File: config.mk
export PLATFORM = sky130hd
export DESIGN_NAME = hex_display_scan
export DESIGN_NICKNAME = d
export VERILOG_FILES = /design/src/rtl/hex_display_scan.sv
export SDC_FILE = /design/constraint.sdc
export NUM_CORES = 1
export LEC_CHECK = 0
export CAP_MARGIN = 20
export CORE_ASPECT_RATIO = 1.2
export CORE_MARGIN = 2
export CORE_UTILIZATION = 30
export CTS_CLUSTER_SIZE = 10
export DETAILED_ROUTE_END_ITERATION = 16
export DONT_BUFFER_PORTS = 1
export SLEW_MARGIN = 20
export SYNTH_ARGS = -nofsm -noshare
export SYNTH_HDL_FRONTEND = slang
export SYNTH_SLANG_ARGS = --single-unit
File: constraint.sdc
create_clock -name clk -period 2.65 [get_ports clk]
set_input_delay 0.795 -clock clk [delete_from_list [all_inputs] [get_ports clk]]
set_output_delay 0.795 -clock clk [all_outputs]
set_load 0.01 [all_outputs]
File: src/rtl/hex_display_scan.sv
// Time-multiplexed scanner for a common-anode 7-segment display; nibbles are double-buffered
// so a frame never mixes old and new digits. Optional macro: LEADING_ZERO_BLANK_EN.
module hex_display_scan #(
    parameter int DIGITS     = 4,
    parameter int PRESCALE   = 50000,
    parameter int PRESCALE_W = 16
) (
    input  logic                  clk,
    input  logic                  rst_n,
    input  logic [4*DIGITS-1:0]   data_in,
    input  logic [DIGITS-1:0]     dp_in,
    input  logic                  load,
    input  logic                  blank,
    output logic [3:0]            hex_out,
    output logic [DIGITS-1:0]     digit_en,
    output logic                  dp_out,
    output logic                  frame
);

    localparam int IDX_W = (DIGITS > 1) ? $clog2(DIGITS) : 1;

    logic [PRESCALE_W-1:0]  cnt_q, cnt_d;
    logic [IDX_W-1:0]       idx_q, idx_d;
    logic [DIGITS-1:0][3:0] pend_data_q, pend_data_d;
    logic [DIGITS-1:0]      pend_dp_q, pend_dp_d;
    logic                   pend_flag_q, pend_flag_d;
    logic [DIGITS-1:0][3:0] disp_data_q, disp_data_d;
    logic [DIGITS-1:0]      disp_dp_q, disp_dp_d;
    logic [3:0]             hex_q, hex_d;
    logic [DIGITS-1:0]      digit_en_q, digit_en_d;
    logic                   dp_q, dp_d;
    logic                   frame_q, frame_d;

    logic                   tick;
    logic                   boundary;
    logic [DIGITS-1:0]      show;
    logic                   lit;

    assign tick     = (cnt_q == PRESCALE_W'(PRESCALE - 1));
    assign boundary = tick && (idx_q == IDX_W'(DIGITS - 1));

    // Digits allowed to light; leading-zero suppression looks only at disp so it
    // can change only at a frame boundary.
    always_comb begin
        show = '1;
`ifdef LEADING_ZERO_BLANK_EN
        begin
            logic nz_above;
            nz_above = 1'b0;
            for (int k = DIGITS - 1; k > 0; k--) begin
                nz_above = nz_above | (disp_data_q[k] != 4'h0);
                show[k]  = nz_above;
            end
        end
`endif
    end

    // NOTE: every signal driven here gets a default first, so no path leaves one
    // unassigned and no latch is inferred.
    always_comb begin
        cnt_d       = tick ? '0 : cnt_q + 1'b1;
        idx_d       = idx_q;
        pend_data_d = pend_data_q;
        pend_dp_d   = pend_dp_q;
        pend_flag_d = pend_flag_q;
        disp_data_d = disp_data_q;
        disp_dp_d   = disp_dp_q;
        frame_d     = 1'b0;

        if (tick) begin
            idx_d = (idx_q == IDX_W'(DIGITS - 1)) ? '0 : idx_q + 1'b1;
        end

        // The boundary consumes the old pending value; a load on the same edge
        // refills pend and keeps the flag set for the next boundary.
        if (boundary && pend_flag_q) begin
            disp_data_d = pend_data_q;
            disp_dp_d   = pend_dp_q;
            pend_flag_d = 1'b0;
            frame_d     = 1'b1;
        end
        if (load) begin
            pend_data_d = data_in;
            pend_dp_d   = dp_in;
            pend_flag_d = 1'b1;
        end

        lit        = !blank && show[idx_q];
        hex_d      = disp_data_q[idx_q];
        digit_en_d = lit ? ~(DIGITS'(1) << idx_q) : '1;
        dp_d       = lit ? ~disp_dp_q[idx_q] : 1'b1;
    end

    // NOTE: state registers use non-blocking assignments so every register samples
    // the pre-edge values regardless of statement order.
    always_ff @(posedge clk or negedge rst_n) begin
        if (!rst_n) begin
            cnt_q       <= '0;
            idx_q       <= '0;
            pend_data_q <= '0;
            pend_dp_q   <= '0;
            pend_flag_q <= 1'b0;
            disp_data_q <= '0;
            disp_dp_q   <= '0;
            hex_q       <= 4'h0;
            digit_en_q  <= '1;
            dp_q        <= 1'b1;
            frame_q     <= 1'b0;
        end else begin
            cnt_q       <= cnt_d;
            idx_q       <= idx_d;
            pend_data_q <= pend_data_d;
            pend_dp_q   <= pend_dp_d;
            pend_flag_q <= pend_flag_d;
            disp_data_q <= disp_data_d;
            disp_dp_q   <= disp_dp_d;
            hex_q       <= hex_d;
            digit_en_q  <= digit_en_d;
            dp_q        <= dp_d;
            frame_q     <= frame_d;
        end
    end

    assign hex_out  = hex_q;
    assign digit_en = digit_en_q;
    assign dp_out   = dp_q;
    assign frame    = frame_q;

endmodule

## After elaboration in Yosys (flattened, before gate mapping)

Index checks and enable logic that the tools add are counted.

| storage, ports and cells | value |
|---|---|
| bits in registers | 69 |
| bits of input ports | 24 |
| output and inout port bits | 10 |

| operators by class | value |
|---|---|
| bitwise gates (word level) | 2 |
| shifts and indexed selects | 1 |
| order comparisons | 1 |
| equality and inequality tests | 2 |
| mux-type cells | 13 |
| reductions and logical operators | 5 |
| $add $sub $neg | 2 |

Operators by type and width:

| cell | number |
|---|---|
| $add A16 B1 Y16 const B | 1 |
| $eq A16 B16 Y1 const B | 1 |
| $mux W16 | 1 |
| $bmux W4 S2 | 1 |
| $mux W4 | 2 |
| $mux W1 | 6 |
| $bmux W1 S2 | 2 |
| $not A4 Y4 | 1 |
| $shl A1 B2 Y4 const A | 1 |
| $logic_and A1 B1 Y1 | 3 |
| $lt A2 B3 Y1 const B | 1 |
| $add A2 B1 Y2 const B | 1 |
| $eq A2 B2 Y1 const B | 1 |
| $mux W2 | 1 |
| $reduce_bool A2 Y1 | 1 |
| $logic_not A1 Y1 | 1 |
| $not A1 Y1 | 1 |

## Longest topological paths before layout

| depth | value |
|---|---|
| word-level depth | 5 |
| mapped depth | 7 |
| gate-level depth less buffers | 5 |

## Worst setup path before layout

Ideal clock, no wire load.

| timing | value |
|---|---|
| path type | flip-flop to flip-flop |
| start | register cnt_q[0] |
| end | register disp_data_q[0] in the netlist's numbering |
| cell stages (with the launch flop) | 8 |
| path buffers | 2 |
| arrival time | 1712 ps |
| setup slack | 813 ps |
| path through | dfrtp_1 ha_1 and4_1 buf_4 and4_4 and3_4 buf_12 mux2_4 |

| between the ends | value |
|---|---|
| longest elaborated chain between the ends | 3 |

RTL lines:

| item | line | source |
|---|---|---|
| start, declared | 22 | `logic [PRESCALE_W-1:0] cnt_q, cnt_d;` |
| start signal, assigned | 110 | `cnt_q <= cnt_d;` |
| $eq A16 B16 Y1 | 39 | `assign tick = (cnt_q == PRESCALE_W'(PRESCALE - 1));` |
| $logic_and A1 B1 Y1 | 40 | `assign boundary = tick && (idx_q == IDX_W'(DIGITS - 1));` |
| $logic_and A1 B1 Y1 | 76 | `if (boundary && pend_flag_q) begin` |
| end signal, assigned | 115 | `disp_data_q <= disp_data_d;` |
| end, declared | 27 | `logic [DIGITS-1:0][3:0] disp_data_q, disp_data_d;` |

Every way passes these cells.
A chain may end at the register's enable or synchronous reset.

## Worst setup path in the final report

| timing | value |
|---|---|
| start | register cnt_q[0] |
| end | register disp_data_q[4] in the netlist's numbering |

The elaborated chain is that of the path after synthesis.

==> flow_metrics.py <==
metrics = {
    "run_status": {
        "outcome": "completed",
    },
    "critical_path": {
        "crit_type": "reg2reg",
        "cp.arrival_ns": 2.40,
        "rr_endpoint": "disp_data_q[4]",
        "cp.required_ns": 2.87,
        "critPathLaunchType": "flip-flop",
        "cp-end-kind": "flip-flop",
        "r2r-start": "cnt_q[0]",
        "critPathMaxStageDelay_ns": 0.46,
        "critical_path.max_fanout": 20,
        "crit_family": "simple AND/OR/NAND/NOR gates",
        "path_buf_inv": 0,
        "reg2reg_depth": 5,
        "slowest_stage": "and3_4",
        "crit_chain": "ha_1 -> and4_1 -> and4_4 -> and3_4 -> mux2_4",
        "r2r_slack_ns": 0.47,
    },
    "sta": {
        "setup_viol": 0,
        "max_freq_mhz": 458.8,
        "tightestPinTransition_ns": 0.4879,
        "fin_skew_ns": 0.007847,
        "hold_viol_final": 0,
        "fin_tns_setup_ns": 0,
        "rsz0062_at_grt": "no",
        "period_share_pct": 82.25,
        "slew_violations": 0,
        "period_minus_slack_ns": 2.180,
        "slew_headroom_pct": 67.47,
    },
    "synth": {
        "avgSynthCellArea_um2": 15.09,
        "yosys_register_bits": 69,
        "yosysTopAreaCellShare_pct": 54.42,
        "syn_area_um2": 2943,
        "synth_area_leader_cell": "dfrtp_1",
        "synth_seq_area_share_pct": 58.89,
        "synth.area.top_cells": "dfrtp_1 54%, mux2_4 10%, mux2_2 7.7%",
        "synth.distinct_cells": 31,
        "synth_warnings": 0,
        "syn-num-nets": 224,
        "syn_inst": 195,
    },
    "clock_tree": {
        "clockRootBuffer": "clkbuf_16",
        "cts_tree": "done",
        "clk_latency_ns": 0.34,
        "cts_post_setup_buffers_inserted": 0,
        "hold_buffers": 0,
        "numCtsBuffers": 9,
        "cts_max_level": 3,
        "path_clk_slew_ns": 0.06,
        "cts_buffer_depth": 2,
        "cts_resized": 0,
        "cts_sinks": 69,
    },
    "detailed_routing": {
        "drc": 0,
        "wl_um": 4880,
        "wl_per_cell_um": 14.92,
        "vias": 1509,
        "dr.pass1.iters": 4,
        "antenna_left": 0,
        "drtIter0Drc": 56,
        "viasPerCell": 4.615,
    },
    "floorplanning": {
        "start_util_pct": 30.93,
        "die_h_um": 112.5,
        "core_area_um2": 9515,
        "num_io_pins": 34,
        "num_rows": 39,
        "fp.dieW_um": 94.41,
        "die_area_um2": 10620,
    },
    "placed_design": {
        "gp_congestion": 0.8292,
        "dpl.hpwl_um": 3195,
        "io_buffers": 0,
        "dpl-instance-area_um2": 3034,
    },
    "cells_and_area": {
        "fin_util_pct": 35.15,
        "area_growth_syn_to_layout_pct": 13.65,
        "final_common_cell": "dfrtp_1",
        "stdcell_area_um2": 3344,
        "drive_above_1_share_pct": 34.31,
        "nNetsFinal": 228,
        "n_fill_cell": 895,
        "diodes": 0,
        "final_cell_mix": "64 x dfrtp_1, 20 x mux2_2, 20 x mux2_4",
    },
    "pwr": {
        "vdd_ir_drop_max_mv": 0.3187,
        "p_leak_nw": 1.438,
        "p_per_area_nw_per_um2": 707.6,
    },
    "worst_hold_path": {
        "min_path_type": "in2async",
    },
    "grt": {
        "grt_pass1_vias": 1593,
        "grt_max_degree": 70,
        "antenna_found_initial": 0,
        "grt_usage_pct": 10.42,
        "gr-total-overflow": 0,
        "grt_pass1_wl_um": 8135,
    },
    "flow_run": {
        "cap_violations": 0,
    },
}
## synthesized netlist by cell type
master	number
and4_1	2
or3_1	1
nand4_1	7
nor3_1	1
nor4b_4	1
mux4_2	5
o21ai_0	3
nor2_1	11
nor4b_2	1
clkbuf_1	4
and2_1	1
inv_1	3
a21o_1	1
and3_4	1
buf_4	1
and4_4	1
dfstp_2	5
nand3_1	6
and3b_1	1
mux2_4	20
xnor2_1	7
ha_1	5
mux2_2	20
nand2b_1	5
dfrtp_1	64
nor2b_1	2
xor2_1	6
buf_12	2
and3_1	1
nor4_1	1
nand2_1	6
## logic make-up (layout without fill, tap and decap cells)
group,after synthesis,count (layout),share of synthesized area (%)
flops,69,69,58.89
simple gates,49,49,10.16
mux,45,45,21.68
xor+xnor,13,13,3.869
buf+inv,10,19,2.508
fa+ha+maj,5,5,2.126
compound gates,4,4,0.7653
## power breakdown
part	total (mW)	switching (mW)	internal, mW
Clock	1.23	0.466	0.760
Sequential	1.10	0.0179	1.09
Combinational	0.0366	0.00691	0.0297
Total	2.37	0.491	1.88
## flip-flops by register name, summed over array words and instances (netlist names), 2 cells and up
register     flops
idx_q            2
cnt_q           16
disp_data_q     16
hex_out          4
digit_en         4
disp_dp_q        4
pend_data_q     16
pend_dp_q        4
## area by class of cell
class | count | area (um2) | area share, %
flip-flops and latches | 69 | 1733 | 51.81
multi-input cells | 116 | 1136 | 33.97
clock buffers | 10 | 239.0 | 7.146
well taps | 123 | 153.9 | 4.602
clock inverters | 6 | 71.32 | 2.132
inverters | 3 | 11.26 | 0.3367
## stage by stage
stage	power (mW)	instances	hold WS, ns	setup WS, ns
4_1_cts	2.401	327	0.1389	0.4779
3_5_place_dp	1.161	311	0.4755	0.4914
2_1_floorplan	1.155	195	0.4547	0.8126
5_1_grt	2.453	327	0.1391	0.3520
3_3_place_gp	1.160	311	0.4661	0.5352
6_report	2.366	327	0.1581	0.4705
## per-layer routing
layer | track usage (%) | wire, um | up-vias
met5 | 0 | 0 | -
met4 | 7.246 | 121 | 0
met3 | 4.832 | 362 | 9
met2 | 14.90 | 2244 | 40
met1 | 12.30 | 2152 | 767
li1 | - | - | 693
## worst max-delay path by stage
stage | start | cells after the start | to | slack [ns]
after floorplan | cnt_q[0] | 7 | disp_data_q[0] | 0.81
after global placement | cnt_q[0] | 5 | disp_data_q[10] | 0.54
after detailed placement | cnt_q[0] | 5 | disp_data_q[6] | 0.49
after CTS | cnt_q[0] | 5 | disp_data_q[8] | 0.48
after global routing | cnt_q[0] | 5 | disp_data_q[4] | 0.35
final | cnt_q[0] | 5 | disp_data_q[4] | 0.47
(Power assumes the default switching activity.)
